<file path="config.mk">
export PLATFORM = sky130hd
export DESIGN_NAME = rv32_load_store_unit
export DESIGN_NICKNAME = d
export VERILOG_FILES = /design/src/rtl/rv32_types.sv /design/src/rtl/rv32_load_align.sv /design/src/rtl/rv32_load_store_unit.sv
export SDC_FILE = /design/constraint.sdc
export NUM_CORES = 1
export LEC_CHECK = 0
export ABC_AREA = 1
export CAP_MARGIN = 10
export CORE_MARGIN = 5
export CORE_UTILIZATION = 40
export DETAILED_ROUTE_END_ITERATION = 12
export HOLD_SLACK_MARGIN = 0.1
export PLACE_DENSITY_LB_ADDON = 0.3
export SLEW_MARGIN = 10
export SYNTH_ARGS = -nofsm -noshare
export SYNTH_HDL_FRONTEND = slang
export SYNTH_SLANG_ARGS = --single-unit
</file>
<file path="constraint.sdc">
create_clock -name clk -period 1.6 [get_ports clk]
set_input_delay 0.16 -clock clk [delete_from_list [all_inputs] [get_ports clk]]
set_output_delay 0.16 -clock clk [all_outputs]
set_load 0.1 [all_outputs]
</file>
<file path="src/rtl/rv32_types.sv">
// Shared types for the RV32 load/store path.
//   mem_op_t          memory operation encoding (MEM_NOP = idle bus)
//   memory_request_t  op/addr/data bundle driven to the memory data port
//   lsu_err_t         response status of a load/store
//   lsu_state_t       load/store unit FSM states
// Helper functions classify operations and build store lane data.
package rv32_types;

  typedef enum logic [3:0] {
    MEM_NOP = 4'd0,
    MEM_LB  = 4'd1,
    MEM_LH  = 4'd2,
    MEM_LW  = 4'd3,
    MEM_LBU = 4'd4,
    MEM_LHU = 4'd5,
    MEM_SB  = 4'd6,
    MEM_SH  = 4'd7,
    MEM_SW  = 4'd8
  } mem_op_t;

  typedef struct packed {
    mem_op_t     op;
    logic [31:0] addr;
    logic [31:0] data;
  } memory_request_t;

  typedef enum logic [1:0] {
    LSU_OK           = 2'd0,
    LSU_MISALIGNED   = 2'd1,
    LSU_ACCESS_FAULT = 2'd2
  } lsu_err_t;

  typedef enum logic [1:0] {
    IDLE    = 2'd0,
    ISSUE   = 2'd1,
    CAPTURE = 2'd2,
    RESP    = 2'd3
  } lsu_state_t;

  function automatic logic is_store(input mem_op_t op);
    return op inside {MEM_SB, MEM_SH, MEM_SW};
  endfunction

  // Halfword accesses need an even address, word accesses a 4-byte
  // aligned one; byte accesses are always aligned.
  function automatic logic is_misaligned(input mem_op_t op, input logic [1:0] low);
    logic mis;
    mis = 1'b0;
    case (op)
      MEM_LH, MEM_LHU, MEM_SH: mis = low[0];
      MEM_LW, MEM_SW:          mis = (low != 2'b00);
      default:                 mis = 1'b0;
    endcase
    return mis;
  endfunction

  // Store data is right-aligned on input; the memory picks the lanes it
  // writes from op/addr, so the value is replicated into every lane.
  function automatic logic [31:0] store_replicate(input mem_op_t op, input logic [31:0] wdata);
    logic [31:0] lanes;
    lanes = '0;
    case (op)
      MEM_SB:  lanes = {4{wdata[7:0]}};
      MEM_SH:  lanes = {2{wdata[15:0]}};
      MEM_SW:  lanes = wdata;
      default: lanes = '0;
    endcase
    return lanes;
  endfunction

endpackage

</file>
<file path="src/rtl/rv32_load_align.sv">
// Load lane selection and extension (combinational).
//   op      load operation (MEM_LB/LH/LW/LBU/LHU; anything else yields 0)
//   addr    low two address bits selecting the byte/halfword lane
//   word    32-bit word read from memory
//   result  selected lane, sign- or zero-extended to 32 bits
module rv32_load_align
  import rv32_types::*;
(
  input  mem_op_t     op,
  input  logic [1:0]  addr,
  input  logic [31:0] word,
  output logic [31:0] result
);

  logic [7:0]  byte_lane;
  logic [15:0] half_lane;

  always_comb begin
    byte_lane = word[{addr, 3'b000} +: 8];
    half_lane = addr[1] ? word[31:16] : word[15:0];
  end

  always_comb begin
    result = '0;
    case (op)
      MEM_LB:  result = {{24{byte_lane[7]}}, byte_lane};
      MEM_LBU: result = {24'h000000, byte_lane};
      MEM_LH:  result = {{16{half_lane[15]}}, half_lane};
      MEM_LHU: result = {16'h0000, half_lane};
      MEM_LW:  result = word;
      default: result = '0;
    endcase
  end

endmodule

</file>
<file path="src/rtl/rv32_load_store_unit.sv">
// RV32 load/store unit: one outstanding memory operation at a time.
//   clk, resetn            clock; synchronous reset, active high
//   req_valid/req_ready    operation handshake (ready only when idle)
//   req_op/addr/wdata      operation, byte address, right-aligned store data
//   resp_valid/resp_ready  result handshake
//   resp_rdata/resp_err    extended load data (0 for stores/errors), status
//   data_request           op/addr/data to the memory data port
//   data_ready             memory reports data_request.addr in range
//   data                   memory read word, one cycle after the address
// Sequence: IDLE -> ISSUE -> (CAPTURE for loads) -> RESP -> IDLE;
// misaligned requests skip straight from IDLE to RESP.
module rv32_load_store_unit
  import rv32_types::*;
(
  input  logic            clk,
  input  logic            resetn,
  input  logic            req_valid,
  output logic            req_ready,
  input  mem_op_t         req_op,
  input  logic [31:0]     req_addr,
  input  logic [31:0]     req_wdata,
  output logic            resp_valid,
  input  logic            resp_ready,
  output logic [31:0]     resp_rdata,
  output lsu_err_t        resp_err,
  output memory_request_t data_request,
  input  logic            data_ready,
  input  logic [31:0]     data
);

  lsu_state_t  state;
  mem_op_t     op_q;
  logic [31:0] addr_q;
  logic [31:0] wdata_q;
  logic [31:0] rdata_q;
  lsu_err_t    err_q;
  logic [31:0] load_result;

  rv32_load_align u_load_align (
    .op     (op_q),
    .addr   (addr_q[1:0]),
    .word   (data),
    .result (load_result)
  );

  always_ff @(posedge clk) begin
    if (resetn) begin
      state   <= IDLE;
      op_q    <= MEM_NOP;
      addr_q  <= '0;
      wdata_q <= '0;
      rdata_q <= '0;
      err_q   <= LSU_OK;
    end else begin
      case (state)
        IDLE: begin
          if (req_valid) begin
            op_q    <= req_op;
            addr_q  <= req_addr;
            wdata_q <= req_wdata;
            rdata_q <= '0;
            if (is_misaligned(req_op, req_addr[1:0])) begin
              err_q <= LSU_MISALIGNED;
              state <= RESP;
            end else begin
              err_q <= LSU_OK;
              state <= ISSUE;
            end
          end
        end
        ISSUE: begin
          if (!data_ready) begin
            err_q <= LSU_ACCESS_FAULT;
            state <= RESP;
          end else if (is_store(op_q)) begin
            state <= RESP;
          end else begin
            state <= CAPTURE;
          end
        end
        CAPTURE: begin
          rdata_q <= load_result;
          state   <= RESP;
        end
        RESP: begin
          if (resp_ready) begin
            state <= IDLE;
          end
        end
        default: state <= IDLE;
      endcase
    end
  end

  always_comb begin
    req_ready  = (state == IDLE);
    resp_valid = (state == RESP);
    resp_rdata = rdata_q;
    resp_err   = err_q;
  end

  // The memory commits a store on the edge that ends ISSUE. Masking the op
  // while reset is asserted keeps a store that is being reset out of
  // ISSUE from reaching memory on that same edge.
  always_comb begin
    data_request.op   = MEM_NOP;
    data_request.addr = '0;
    data_request.data = '0;
    case (state)
      ISSUE: begin
        data_request.addr = addr_q;
        data_request.data = store_replicate(op_q, wdata_q);
        if (data_ready && !resetn) begin
          data_request.op = op_q;
        end
      end
      CAPTURE: begin
        data_request.addr = addr_q;
      end
      default: begin
        data_request.op   = MEM_NOP;
        data_request.addr = '0;
        data_request.data = '0;
      end
    endcase
  end

endmodule
</file>
# --- Word level (Yosys, flattened, before mapping) ---
# Index checks and enable logic that the tools add are counted.
word_totals:
  latch_bits: 0
  regBits: 104
  out_inout_bits: 104
  romBits: 0
  memories: 0
  word_cells: 63
  ram_bits: 0
classes:
  mux: 23
  div: 0
  n_addsub: 0
  n_mul: 0
  eq_ne: 19
  shifts: 1
  n_lt_le_gt_ge: 0
  reduce_logical: 14
  bitwise_logic: 0
ops:
  columns: ["op", "count"]
  rows:
  - ["32-bit one-hot mux with 5 select lines", 1]
  - ["32-bit two-way mux", 3]
  - ["32-bit one-hot mux with 3 select lines", 1]
  - ["32-bit one-hot mux with 2 select lines", 1]
  - ["32-bit by 6-bit indexed part select with 8-bit output", 1]
  - ["4-bit by 3-bit == test with 1-bit output (second input constant)", 6]
  - ["4-bit by 2-bit == test with 1-bit output (second input constant)", 4]
  - ["16-bit two-way mux", 1]
  - ["2-bit two-way mux", 5]
  - ["4-bit == test (second input constant)", 2]
  - ["4-bit two-way mux", 2]
  - ["2-bit one-hot mux with 4 select lines", 1]
  - ["1-bit two-way mux", 6]
  - ["2-bit AND reduction", 3]
  - ["2-bit nonzero test", 3]
  - ["2-bit == test (second input constant)", 2]
  - ["4-bit by 1-bit == test with 1-bit output (second input constant)", 1]
  - ["2-bit inequality test (second input constant)", 2]
  - ["2-bit one-hot mux with 2 select lines", 1]
  - ["2-bit OR reduction", 2]
  - ["3-bit AND reduction", 1]
  - ["3-bit nonzero test", 1]
  - ["3-bit OR reduction", 1]
  - ["2-bit by 1-bit == test with 1-bit output (second input constant)", 1]
  - ["5 further kinds", 5]

# --- Longest topological paths before layout ---
# Gate-level depths: netlist (run 1).
depth:
  word_depth: 9
  mapped_depth: 10

# --- By module ---
# Synthesis (run 1) repeated with hierarchy kept, for this count alone.
unflattened:
  hier_cells: 894
  hier_area_um2: 5642.9
modules_own_cells:
  columns: ["module", "area_each_um2", "n_inst", "cells_each"]
  rows:
  - ["rv32_load_store_unit", 4699.5, 1, 686]
  - ["rv32_load_align", 943.4, 1, 208]

# --- Worst setup path after synthesis (run 1) ---
# OpenSTA, ideal clock, no wires.
synth_path:
  path_type: "flip-flop to output port"
  startpoint: "register op_q[2]"
  endpoint: "output data_request[20] (netlist name)"
  path_stages_with_launch: 8
  arrival_time_ps: 3222
  slack_ps: -1782
  required_time_ps: 1440
  cell_sequence: "dfxtp_1 inv_2 nor2_4 nand2_2 nand2_1 nand2_1 buf_2 o31ai_1"
synth_lines:
  columns: ["element", "line", "source"]
  rows:
  - ["from (decl)", "rv32_load_store_unit.sv:32", "mem_op_t op_q;"]
  - ["from (signal assigned)", "rv32_load_store_unit.sv:58", "op_q <= req_op;"]
  - ["to (decl)", "rv32_load_store_unit.sv:26", "output memory_request_t data_request,"]

==> flow_metrics.env, run 1 <==
export IMPL_status="complete, but fails checks"
export IMPL_violations="negative setup slack"
export IMPL_grt_overflow=0
export IMPL_max_vdd_ir_drop_v=0.00128
export IMPL_diodes=0
export IMPL_drv_slew=0
export IMPL_hold_viol=0
export IMPL_path_buf_inv=5
export IMPL_crit_path_end_kind="primary output"
export IMPL_worstMarginPinSlew_ns=0.543
export IMPL_synthArstFlopShare_pct=0
export IMPL_cp_data_arrival_time_ns=1.82
export IMPL_final_setup_viol_count=87
export IMPL_cp_max_fo=8
export IMPL_cts_buffers=9
export IMPL_crit_family="buffers and inverters"
export IMPL_nets=1235
export IMPL_netlist_area_sq_um=5470
export IMPL_syn_area_per_cell_sq_um=6.17
export IMPL_synth_area_top_cells="dfxtp_1 38%, nand2_1 17%, inv_1 8.2%, o21ai_0 7.8%, nor2_1 7.8%"
export IMPL_synth_flop_cell="dfxtp_1"
export IMPL_maxCapViolCount=0
export IMPL_io_buffers=208
export IMPL_yosys_area_top_type_share_pct=38.1
export IMPL_synth_cells=886
export IMPL_dieArea_sq_um=16100
export IMPL_synthToLayoutAreaGrowth_pct=102
export IMPL_ys_types=26
export IMPL_clock_tree_buffer_depth=2
export IMPL_dr_pass1_iters=5
export IMPL_ios=209
export IMPL_totalWireLength_um=23400
export IMPL_worst_clock_skew_ns=0.00598
export IMPL_row_count=42
export IMPL_ys_top_cells_by_count="245 x nand2_1, 119 x inv_1, 113 x nor2_1"
export IMPL_synth_most_common_cell="nand2_1"
export IMPL_vias_per_cell=5.16
export IMPL_post_route_period_util_pct=124
export IMPL_core_area_sq_um=13300
export IMPL_rsz0062_at_grt="yes"
export IMPL_grt_pass1_wl_um=32800
export IMPL_synth_edf_count=0
export IMPL_cts_clk_slew_worst_paths_ns=0.07
export IMPL_critPathMaxStageDelay_ns=0.35
export IMPL_final_util_pct=82.9
export IMPL_syn_num_nets=995
export IMPL_yosys_area_top_type="dfxtp_1"
export IMPL_die_x_um=127
export IMPL_route_antenna_remaining_nets=0
export IMPL_die_h_um=127
export IMPL_power_leakage_nw=4.71
export IMPL_htreeDepth=3
export IMPL_startpoint_type="register"
export IMPL_track_usage_pct=25.4
export IMPL_hpwl_um=14300
export IMPL_grt_max_degree=71
export IMPL_finalCriticalPeriod_ns=1.98
export IMPL_power_density_nw_per_um2=1610
export IMPL_cp_required_ns=1.44
export IMPL_grt_pass1_vias=6412
export IMPL_ys_seq_area_share_pct=38.1
export IMPL_cts_sinks=104
export IMPL_hold_buffers=0
export IMPL_wire_per_inst_um=17.9
export IMPL_hp_class="input port to register"
export IMPL_cp_slowest_cell="dfxtp_2"
export IMPL_fin_ws_ns=-0.381
export IMPL_max_freq_ghz=0.505
export IMPL_clk_insertion_delay_late_ns=0.36
export IMPL_route_detailed_drc=0
export IMPL_yosysWarnings=0
export IMPL_total_power_mw=17.9
export IMPL_slew_limit_headroom_pct=63.6
export IMPL_num_vias=6746
export IMPL_synth_seq_cells=104
export IMPL_start_util_pct=41.0
export IMPL_drt_iter0_markers=621
export IMPL_gp_congestion=0.866
export IMPL_path_cells="inv_4, nor2_4, inv_2, nor3_4, buf_12, nand2_2, nand2_2, o21ai_2, clkinvlp_4, buf_12"
export IMPL_drive_gt1_share_pct=35.5
export IMPL_antenna_found_initial=0
export IMPL_cts_root_buf="clkbuf_16"
export IMPL_path_class="register to primary output"
export IMPL_reg2reg_slack_ns=-0.06
export IMPL_cts_tree="done"
## cell usage in the layout (no fill, tap or decap), types with 3 or more instances in the layout
cell type / count
dfxtp_4: 3
nand2_4: 60
a21oi_1: 50
a21oi_4: 4
inv_2: 17
nand2_8: 4
bufinv_16: 3
and2_1: 16
buf_8: 3
buf_6: 14
inv_1: 64
nand3_1: 49
a21oi_2: 16
buf_4: 29
clkbuf_16: 15
inv_4: 5
nand2_2: 18
dfxtp_1: 97
nor2_2: 3
nand2_1: 167
o21ai_2: 8
clkdlybuf4s50_1: 104
o21ai_4: 3
nor2_4: 15
dfxtp_2: 4
buf_12: 120
o21ai_0: 71
nor2_1: 97
o21ai_1: 9
o31ai_4: 6
clkinvlp_4: 38
## power breakdown
| group | internal, mW | switching (mW) | total [mW] |
|---|---|---|---|
| Sequential | 3.19 | 0.531 | 3.72 |
| Clock | 1.61 | 1.03 | 2.64 |
| Combinational | 4.48 | 7.01 | 11.5 |
## cell type report
class,instances,area (sq um)
fillers,787,2280
clock inverters,5,103
inverters,124,617
clock buffers,11,253
repair buffers,278,4070
multi-input cells,609,3710
well taps,176,220
flip-flops and latches,104,2100
## state kept, by name, summed over array words and instances, names as in the netlist
signal	count
wdata_q	32
resp_rdata	32
op_q	4
resp_err	2
state	2
addr_q	32
## through the flow
| stage | hold WS (ns) | cells | TNS (ns) | worst slack (ns) | instance area (sq um) |
|---|---|---|---|---|---|
| global route | 0.426 | 1307 | -25.29 | -0.446 | 11100 |
| finish | 0.415 | 1307 | -19.84 | -0.381 | 11100 |
| global placement | 0.439 | 1264 | -3.42 | -0.143 | 9530 |
| floorplan | 0.327 | 886 | -8.09 | -0.497 | 6010 |
| CTS | 0.411 | 1297 | -16.49 | -0.283 | 10400 |
| detailed placement | 0.448 | 1264 | -5.08 | -0.189 | 9530 |
## logic make-up (layout without fill, tap and decap cells)
logic type | Yosys count | in the layout | synth area share [%]
simple gates | 434 | 435 | 32.3
buf+inv | 175 | 418 | 12.7
compound gates | 169 | 170 | 16.0
flops | 104 | 104 | 38.1
fa+ha+maj | 4 | 4 | 0.915
## path summary, 6_finish.rpt
path              depth (start not counted)                startpoint                           to
hold / removal                            3              req_addr[16]      addr_q[16]$_SDFFE_PP0P_
setup / recovery                         10      op_q[2]$_SDFFE_PP0P_             data_request[31]
hold reg to reg                           2  wdata_q[28]$_SDFFE_PP0P_     wdata_q[28]$_SDFFE_PP0P_
setup reg to reg                         11     state[1]$_SDFFE_PP0P_  resp_rdata[29]$_SDFFE_PP0P_
## worst register-to-register path: stages, from the launching register on
cell and delay (ns):
dfxtp_2 0.34, inv_2 0.05, buf_6 0.11, ha_4 0.16
buf_6 0.12, nand2_4 0.07, inv_4 0.05, a21oi_4 0.17
buf_6 0.16, buf_12 0.17, nand2_2 0.07, a21oi_2 0.13
## per-layer routing
metal / global-route usage [%] / up-vias / wire (um)
li1: - / 3243 / -
met1: 28.5 / 3151 / 8380
met2: 46.1 / 297 / 12300
met3: 7.31 / 55 / 2050
met4: 8.58 / 0 / 648
met5: 0 / - / 0
## timing repair
item | in CTS | in global routing
buffers inserted | 13 | 5
cloned | 4 | 6
gates resized for setup | 90 | 131
pin swaps | 27 | 64
hold endpoints to repair | 0 | 0
endpoints found under the setup margin | 92 | 144
Power figures use the tool's default switching activity.
==> run 2, diff against run 1 <==
--- a/config.mk
+++ b/config.mk
@@ -5,13 +5,13 @@
 export SDC_FILE = /design/constraint.sdc
 export NUM_CORES = 1
 export LEC_CHECK = 0
-export ABC_AREA = 1
 export CAP_MARGIN = 10
 export CORE_MARGIN = 5
 export CORE_UTILIZATION = 40
 export DETAILED_ROUTE_END_ITERATION = 12
 export HOLD_SLACK_MARGIN = 0.1
 export PLACE_DENSITY_LB_ADDON = 0.3
+export SETUP_SLACK_MARGIN = 0.2
 export SLEW_MARGIN = 10
 export SYNTH_ARGS = -nofsm -noshare
 export SYNTH_HDL_FRONTEND = slang
==> run 2 against run 1 <==
The flow still finishes with violations (negative setup slack); largest power group unchanged; highest routed layer is now met5; global-route usage increased by 16 points; core utilization increased by 14 points; sequential power decreased by 5%; clock power decreased by 11%; die area decreased by 1.7%.
==> flow_metrics.env, run 2 <==
export IMPL_syn_area_per_cell_sq_um=7.93
export IMPL_grt_pass1_wl_um=50700
export IMPL_cts_root_buf="clkbuf_16"
export IMPL_num_vias=8702
export IMPL_hold_viol=0
export IMPL_p_int_mw=9.58
export IMPL_netSwitchingFraction_pct=47.5
export IMPL_route_detailed_drc=0
export IMPL_wire_per_inst_um=38.9
export IMPL_combPwrFrac_pct=67.7
export IMPL_clk_insertion_delay_late_ns=0.38
export IMPL_reg2reg_slack_ns=-0.93
export IMPL_path_class="register to register"
export IMPL_clock_tree_buffer_depth=2
export IMPL_antenna_found_initial=2
export IMPL_grt_pass1_vias=8150
export IMPL_fin_setup_tns_ns=-48.70
export IMPL_min_to="wdata_q[16]$_SDFFE_PP0P_"
export IMPL_pwr_share_clk_pct=12.9
export IMPL_ios=209
export IMPL_maxCapViolCount=0
export IMPL_vias_per_cell=7.33
export IMPL_grt_max_degree=73
export IMPL_pwr_share_seq_pct=19.4
export IMPL_drt_iter0_markers=1635
export IMPL_placed_area_sq_um=9790
export IMPL_final_setup_viol_count=159
export IMPL_hpwl_um=16000
export IMPL_nets=1113
export IMPL_hold_buffers=0
export IMPL_row_count=42
export IMPL_syn_num_nets=786
export IMPL_gp_congestion=0.908
export IMPL_num_fill_cells=226
export IMPL_yosys_area_top_type="dfxtp_1"
export IMPL_crit_path_end_kind="register"
export IMPL_drive_gt1_share_pct=64.3
export IMPL_yosys_area_top_type_share_pct=38.8
export IMPL_synth_cells=677
export IMPL_reg2reg_depth=8
export IMPL_power_density_nw_per_um2=1430
export IMPL_finalCriticalPeriod_ns=2.53
export IMPL_min_delay_start="req_wdata[16]"
export IMPL_rsz0062_at_grt="yes"
export IMPL_violations="negative setup slack"
export IMPL_drv_slew=0
export IMPL_hp_class="input port to register"
export IMPL_max_freq_ghz=0.395
export IMPL_startpoint_type="register"
export IMPL_reg2reg_from="op_q[2]$_SDFFE_PP0P_"
export IMPL_start_util_pct=40.7
export IMPL_dr_pass1_iters=9
export IMPL_cp_required_ns=1.83
export IMPL_worstMarginPinSlew_ns=0.617
export IMPL_post_route_period_util_pct=158
export IMPL_final_cell_mix="128 x buf_12, 103 x clkdlybuf4s50_1, 96 x dfxtp_1"
export IMPL_synthArstFlopShare_pct=0
export IMPL_layout_commonest_cell="buf_12"
export IMPL_dieArea_sq_um=15800
export IMPL_htreeDepth=3
export IMPL_die_x_um=126
export IMPL_netlist_area_sq_um=5370
export IMPL_cts_sinks=104
export IMPL_ys_seq_area_share_pct=38.8
export IMPL_grt_overflow=0
export IMPL_rr_endpoint="resp_rdata[18]$_SDFFE_PP0P_"
export IMPL_cp_max_fo=6
export IMPL_cts_tree="done"
export IMPL_synth_most_common_cell="nand2_1"
export IMPL_route_antenna_remaining_nets=0
export IMPL_cts_buffers=9
export IMPL_synth_area_top_cells="dfxtp_1 39%, nand2_1 13%, a21oi_1 11%, and2_1 5.6%, mux4_2 3.4%"
export IMPL_fin_ws_ns=-0.931
export IMPL_yosysWarnings=0
export IMPL_synth_edf_count=0
export IMPL_power_leakage_nw=4.85
export IMPL_cp_data_arrival_time_ns=2.77
export IMPL_slew_limit_headroom_pct=58.8
export IMPL_track_usage_pct=41.1
export IMPL_ys_top_cells_by_count="180 x nand2_1, 117 x a21oi_1, 104 x dfxtp_1"
export IMPL_synth_flop_cell="dfxtp_1"
export IMPL_die_h_um=126
export IMPL_synthToLayoutAreaGrowth_pct=137
export IMPL_status="complete, but fails checks"
export IMPL_synth_seq_cells=104
export IMPL_totalWireLength_um=46100
export IMPL_holdPathStages=3
export IMPL_crit_start="op_q[2]$_SDFFE_PP0P_"
export IMPL_worst_clock_skew_ns=0.0149
export IMPL_max_vdd_ir_drop_v=0.00115
export IMPL_ys_types=45
export IMPL_switching_power_mw=8.67
export IMPL_core_area_sq_um=13200
export IMPL_io_buffers=208
export IMPL_cts_clk_slew_worst_paths_ns=0.08
export IMPL_stdcell_area_sq_um=12700
run 2: cell types whose count changed in the layout (fill, tap and decap cells not counted), sizes merged, moves of 15 or more:
cell      previous run  this run
a21oi               70       117
a22oi                0        15
and2                16        48
buf                168       270
clkinvlp            38         3
inv                 86         6
nand2              249       180
nand3               51         7
nor2               115         9
o211ai               0        22
o21ai               91         4
o2bb2ai              0        16
run 2: worst max-delay path: stages (launching register included):
cell       delay [ns]
dfxtp_4          0.39
buf_4            0.16
buf_4            0.14
a21oi_2          0.34
nor4b_4          0.40
buf_4            0.23
clkbuf_16        0.18
o211ai_1         0.14
a21oi_1          0.39
run 2: stage by stage:
stage          total power [mW]  hold slack [ns]  util [%]  setup WS [ns]  cells
2_1_floorplan              7.39            0.288         -         -0.401    677
3_3_place_gp               9.41            0.442      74.2         -0.253   1090
3_5_place_dp               9.59            0.447      74.2         -0.342   1090
4_1_cts                    15.6            0.358      91.4         -0.371   1171
5_1_grt                    18.2            0.396      96.4         -0.865   1186
6_report                   18.3            0.380      96.5         -0.931   1187
run 2: routing by layer:
metal	global-route usage [%]	up-vias	share of wire [%]
met5	0	-	0.028
met4	26.2	2	14
met3	11.5	530	14
met2	70.3	1150	42
met1	44.8	3984	31
li1	-	3036	-
run 2: how the worst max path moves through the flow:
| stage | end |
|---|---|
| 2_1_floorplan | data_request[13] |
| 3_3_place_gp | resp_rdata[17]$_SDFFE_PP0P_ |
| 3_5_place_dp | resp_rdata[25]$_SDFFE_PP0P_ |
| 4_1_cts | data_request[28] |
| 5_1_grt | resp_rdata[18]$_SDFFE_PP0P_ |
| 6_report | resp_rdata[18]$_SDFFE_PP0P_ |
run 2: kinds of logic (layout without fill, tap and decap cells):
family,count (synthesis),in the layout,share of synthesized area [%]
AO/OA/AOI/OAI,216,216,26.3
XOR/XNOR,1,1,0.163
adder cells (fa/ha/maj),4,4,0.932
buffers and inverters,65,397,5.57
flip-flops,104,104,38.8
multiplexers,12,12,4.10
other,0,2,0
AND/OR/NAND/NOR,275,275,24.1
run 2: cell type report:
class / count / area, sq um / share of cell area [%]
Timing Repair Buffer: 376 / 5340 / 42.0
Inverter: 5 / 26.3 / 0.207
Clock buffer: 10 / 229 / 1.80
Multi-Input combinational cell: 508 / 4750 / 37.3
Clock inverter: 6 / 45.0 / 0.354
Tap cell: 176 / 220 / 1.73
Sequential cell: 104 / 2110 / 16.6
Antenna cell: 2 / 5.00 / 0.0393
run 2: power by group through the flow:
stage                     Sequential (mW)  Clock, mW  Combinational, mW
final                                3.54       2.36               12.4
after global routing                 3.52       2.37               12.4
after CTS                            3.32       2.12               10.2
after detailed placement             3.30          0               6.29
after global placement               3.27          0               6.14
after floorplan                      3.35          0               4.04
run 2: repair_timing:
item / in CTS / in global routing
cloned: 22 / 2
pin swaps: 213 / 63
buffers inserted: 43 / 12
endpoints found under the hold margin: 0 / 0
endpoints found under the setup margin: 172 / 174
resized for setup: 299 / 123
